File: src/rtl/da_serial_acc.sv
// -----------------------------------------------------------------------------
// da_serial_acc
//
// Bit-serial distributed-arithmetic controller/accumulator for the fixed 3-tap
// inner product  y = 2*x0 + 3*x1 + 1*x2  on unsigned W-bit samples.
//
// The block sits on both sides of an external 3-input DA coefficient LUT.
// Each accumulate cycle presents one bit from each sample as the LUT address
// (LSB first). It then adds the LUT result, weighted by the bit position, into
// the accumulator. A start edge followed by W accumulate edges gives one
// inner product, so back-to-back operation yields one result per W+1 clocks.
//
// Ports
//   clk        in   1     rising-edge clock
//   reset      in   1     synchronous reset, active-low (0 = reset)
//   start      in   1     load x0..x2 and begin; honoured only when busy=0
//   x0         in   W     sample for coefficient 2 (unsigned)
//   x1         in   W     sample for coefficient 3 (unsigned)
//   x2         in   W     sample for coefficient 1 (unsigned)
//   table_in   out  3     LUT address {x2 bit k, x1 bit k, x0 bit k}
//   table_out  in   3     LUT data, combinational from table_in (0..6)
//   busy       out  1     high while accumulating
//   y          out  W+3   result register, holds until next completion/reset
//   y_valid    out  1     one-cycle pulse when y has just been updated
// -----------------------------------------------------------------------------
module da_serial_acc #(
    parameter int W = 8
) (
    input  logic           clk,
    input  logic           reset,
    input  logic           start,
    input  logic [W-1:0]   x0,
    input  logic [W-1:0]   x1,
    input  logic [W-1:0]   x2,
    output logic [2:0]     table_in,
    input  logic [2:0]     table_out,
    output logic           busy,
    output logic [W+2:0]   y,
    output logic           y_valid
);

    // Bit-position counter width; a 1-bit counter is kept even for W=1.
    localparam int KW = (W > 1) ? $clog2(W) : 1;
    // 6*(2^W-1) < 2^(W+3), so W+3 bits can never wrap.
    localparam int AW = W + 3;
    localparam logic [KW-1:0] K_LAST = KW'(W - 1);

    typedef enum logic {
        S_IDLE = 1'b0,
        S_ACC  = 1'b1
    } state_t;

    state_t          state_reg, state_next;
    logic [KW-1:0]   k_reg, k_next;
    logic [AW-1:0]   acc_reg, acc_next;
    logic [AW-1:0]   y_reg, y_next;
    logic            y_valid_reg, y_valid_next;

    // Control strobes for the shift registers, decoded by the FSM.
    logic            load;
    logic            shift;

    // One shift register per tap, index gi matches sample xgi.
    logic [W-1:0]    x_bus   [3];
    logic [W-1:0]    sr_reg  [3];
    logic [W-1:0]    sr_next [3];
    logic [2:0]      lsb_bits;

    // LUT result weighted by the current bit position.
    logic [AW-1:0]   term;

    assign x_bus[0] = x0;
    assign x_bus[1] = x1;
    assign x_bus[2] = x2;

    genvar gi;
    generate
        for (gi = 0; gi < 3; gi++) begin : g_tap
            // Load on an accepted start, shift right while accumulating,
            // otherwise hold. The LSB always carries the current bit k.
            assign sr_next[gi] = load  ? x_bus[gi] :
                                 shift ? (sr_reg[gi] >> 1) :
                                         sr_reg[gi];
            assign lsb_bits[gi] = sr_reg[gi][0];
        end
    endgenerate

    assign term = AW'(table_out) << k_reg;

    // -------------------------------------------------------------------------
    // Next-state and datapath control
    // -------------------------------------------------------------------------
    always_comb begin
        state_next   = state_reg;
        k_next       = k_reg;
        acc_next     = acc_reg;
        y_next       = y_reg;
        y_valid_next = 1'b0;
        load         = 1'b0;
        shift        = 1'b0;

        case (state_reg)
            S_IDLE: begin
                if (start) begin
                    load       = 1'b1;
                    acc_next   = '0;
                    k_next     = '0;
                    state_next = S_ACC;
                end
            end

            S_ACC: begin
                shift    = 1'b1;
                acc_next = acc_reg + term;
                k_next   = k_reg + 1'b1;
                if (k_reg == K_LAST) begin
                    // The final addend goes straight into y so the result
                    // appears on the same edge as the last accumulation.
                    y_next       = acc_reg + term;
                    y_valid_next = 1'b1;
                    k_next       = '0;
                    state_next   = S_IDLE;
                end
            end

            default: begin
                state_next = S_IDLE;
            end
        endcase
    end

    // -------------------------------------------------------------------------
    // State registers
    // -------------------------------------------------------------------------
    always_ff @(posedge clk) begin
        if (!reset) begin
            state_reg   <= S_IDLE;
            k_reg       <= '0;
            acc_reg     <= '0;
            y_reg       <= '0;
            y_valid_reg <= 1'b0;
        end else begin
            state_reg   <= state_next;
            k_reg       <= k_next;
            acc_reg     <= acc_next;
            y_reg       <= y_next;
            y_valid_reg <= y_valid_next;
        end
    end

    generate
        for (gi = 0; gi < 3; gi++) begin : g_sr
            always_ff @(posedge clk) begin
                if (!reset) begin
                    sr_reg[gi] <= '0;
                end else begin
                    sr_reg[gi] <= sr_next[gi];
                end
            end
        end
    endgenerate

    // -------------------------------------------------------------------------
    // Outputs
    // -------------------------------------------------------------------------
    assign busy     = (state_reg == S_ACC);
    // Address is forced to zero outside ACC so the LUT sees a quiet bus.
    assign table_in = busy ? lsb_bits : 3'b000;
    assign y        = y_reg;
    assign y_valid  = y_valid_reg;

endmodule
File: config.mk
export PLATFORM = sky130hd
export DESIGN_NAME = da_serial_acc
export DESIGN_NICKNAME = d
export VERILOG_FILES = /design/src/rtl/da_serial_acc.sv
export SDC_FILE = /design/constraint.sdc
export NUM_CORES = 1
export LEC_CHECK = 0
export ABC_AREA = 1
export ABC_CLOCK_PERIOD_IN_PS = 6100
export CAP_MARGIN = 20
export CORE_MARGIN = 2
export CORE_UTILIZATION = 35
export CTS_CLUSTER_DIAMETER = 80
export DETAILED_ROUTE_END_ITERATION = 16
export HOLD_SLACK_MARGIN = 0.06
export PLACE_DENSITY = 0.6
export SLEW_MARGIN = 20
export SYNTH_ARGS = -nofsm -noshare
export SYNTH_HDL_FRONTEND = slang
export SYNTH_SLANG_ARGS = --single-unit
File: constraint.sdc
create_clock -name clk -period 6.1 [get_ports clk]
set_input_delay 1.22 -clock clk [delete_from_list [all_inputs] [get_ports clk]]
set_output_delay 1.22 -clock clk [all_outputs]
set_load 0.02 [all_outputs]
==> flow_summary.yaml <==
synth:
  ys_ff_latch: 51
  synthFlopType: "dfxtp_1"
  synth.distinct_cells: 29
  yosysWarnings: 0
  synth_most_common_cell: "nand2_1"
  async_flop_share_pct: 0
  ys_seq_area_share_pct: 37.8
  synth_nets: 453
  synth_top_area_share_pct: 37.8
  syn_inst: 410
  synth_common_cells: "171 x nand2_1, 51 x dfxtp_1, 47 x inv_1, 37 x nand3_1, 21 x a21oi_1"
  synth_edf_count: 0
  synth_area_sq_um: 2700
  yosys-top-cells-area: "dfxtp_1 38%, nand2_1 24%, nand3_1 6.9%"
  synth.largest_area_cell: "dfxtp_1"
  syn-mean-instance-area_sq_um: 6.58
floorplanning:
  core_area_sq_um: 7610
  fp.dieArea_sq_um: 8430
  die_x_um: 91.8
  die_y_um: 91.8
  pin_count: 46
  initial_core_util_pct: 35.5
  rows: 32
routing:
  drt_iter0_drc: 113
  wl_per_cell_um: 11.8
  routed_wl_um: 6540
  antenna_left: 0
  drcViolationCount: 0
  firstDrtPassIters: 4
  via_per_inst: 4.62
  via_count: 2550
critical_path:
  crit_path_start_kind: "register"
  crit_type: "reg2out"
  max_stage_delay_ns: 0.74
  cp.arrival_ns: 2.17
  cp_max_fo: 22
  worstPathRequired_ns: 4.88
  path_cells: "buf_4 > nand2_1 > inv_1 > clkdlybuf4s50_1"
  slowest_stage: "dfxtp_1"
  crit_path_end_kind: "output pin"
grt:
  grt_max_degree: 37
  grt_pass1_wl_um: 11000
  antenna_found_initial: 0
  grt_usage_pct: 16.1
  first_global_vias: 2340
  grt_overflow_total: 0
flow_run:
  cap_violations: 0
sta:
  tightest_slew_ns: 0.873
  timing.final.crit_share_pct: 55.6
  period_minus_slack_ns: 3.39
  finClkSkew_ns: 0.0107
  setup_viol: 0
  fin_setup_tns_ns: 0
  slew_violations: 0
  final_hold_viol_count: 0
  rsz0062_at_grt: "false"
  relSlewSlack_pct: 41.6
  fmax_ghz: 0.295
clock_tree:
  cts_buffers: 5
  cts_tree: "done"
  cts_hold_buf: 0
  clk-insertion-delay-late_ns: 0.31
  cts_resized: 0
  clkTransAtPathRegs_ns: 0.10
  cts_setup_buffers: 0
  htreeDepth: 2
  cts_sinks: 51
  clockBufferDepth: 2
  cts-root-buf: "clkbuf_8"
finish:
  area_growth_syn_to_layout_pct: 22.7
  fin_nets: 492
  num_antenna_cells: 0
  nFillCells: 827
  largest_reg_flops: 24
  layout-drive-gt1-share_pct: 4.44
placed_design:
  routabilityCongestion: 0.889
  port_buffers: 45
  hpwl_um: 4890
pwr:
  power.density_nw_per_um2: 198
  finalPower_w: 0.000656
  ir_drop_uv: 133
  leakage_nw: 1.62
hold_path:
  min_path_type: "reg2reg"
run_status:
  status: "completed"
==> cell usage in the layout (no fill, tap or decap), types with 3 or more instances in the layout <==
master,instances
a21oi_1,21
clkbuf_8,5
clkdlybuf4s50_1,45
dfxtp_1,51
ha_1,12
inv_1,47
nand2_1,171
nand3_1,37
nand3b_1,3
nand4_1,4
nor2_1,15
nor3_1,3
o211ai_1,4
o21ai_0,7
xor2_1,3
==> final timing paths <==
| path | end | slack, ns | depth (start not counted) | from |
|---|---|---|---|---|
| hold / removal | y[8]$_SDFFE_PN0P_ | 0.47 | 2 | y[8]$_SDFFE_PN0P_ |
| hold reg to reg | y[8]$_SDFFE_PN0P_ | 0.47 | 2 | y[8]$_SDFFE_PN0P_ |
| setup / recovery | table_in[0] | 2.71 | 4 | busy$_SDFF_PN0_ |
| setup reg to reg | acc_reg[5]$_SDFFE_PN0P_ | 3.69 | 13 | k_reg[0]$_SDFFE_PN0P_ |
==> critical path: cells and delay by family (launching register included) <==
family	cells	cell delay, ns
buffers and inverters	3	1.04
DFF	1	0.74
and+or+nand+nor	1	0.09
==> final cells by class <==
class | instances | area, sq um | area share [%]
multi-input cells | 296 | 1430 | 43.1
well taps | 102 | 128 | 3.85
flip-flops and latches | 51 | 1020 | 30.8
clock inverters | 3 | 23.8 | 0.718
clock buffers | 5 | 68.8 | 2.08
repair buffers | 46 | 458 | 13.8
inverters | 49 | 184 | 5.55
==> power by group <==
group	internal (W)	leakage (nW)	switching, W	total, W
sequential	0.000345	0.415	0.00000993	0.000355
clock	0.0000823	0.0408	0.000119	0.000201
combinational	0.0000423	1.16	0.0000566	0.0000989
total	0.000470	1.62	0.000186	0.000656
==> logic make-up (layout without fill, tap and decap cells) <==
| group | Yosys count | after routing | share of synthesized area, % |
|---|---|---|---|
| fa+ha+maj | 13 | 13 | 6.30 |
| compound gates | 38 | 38 | 8.21 |
| xor+xnor | 3 | 3 | 0.974 |
| flops | 51 | 51 | 37.8 |
| simple gates | 242 | 242 | 37.5 |
| buf+inv | 63 | 103 | 9.23 |
==> routing by layer <==
| layer | share of wire [%] | wire length [um] | vias to the layer above | GRT usage, % |
|---|---|---|---|---|
| met5 | 0 | 0 | - | 0 |
| met4 | 2.1 | 140 | 0 | 5.60 |
| met3 | 3.7 | 243 | 8 | 3.29 |
| met2 | 46 | 2980 | 53 | 25.2 |
| met1 | 49 | 3180 | 1126 | 22.0 |
| li1 | - | - | 1363 | - |
==> per-stage QoR <==
step                instances  instance area [sq um]  hold WS (ns)  worst slack [ns]  utilization, %
floorplan                 410                   2700         0.443              3.33               -
global placement          544                   3220         0.456              2.52            42.3
detailed placement        544                   3220         0.462              2.46            42.3
CTS                       552                   3310         0.478              2.68            43.5
global route              552                   3310         0.499              2.54            43.5
finish                    552                   3310         0.467              2.71            43.5
Note: power is estimated with default switching activity, not from simulation.
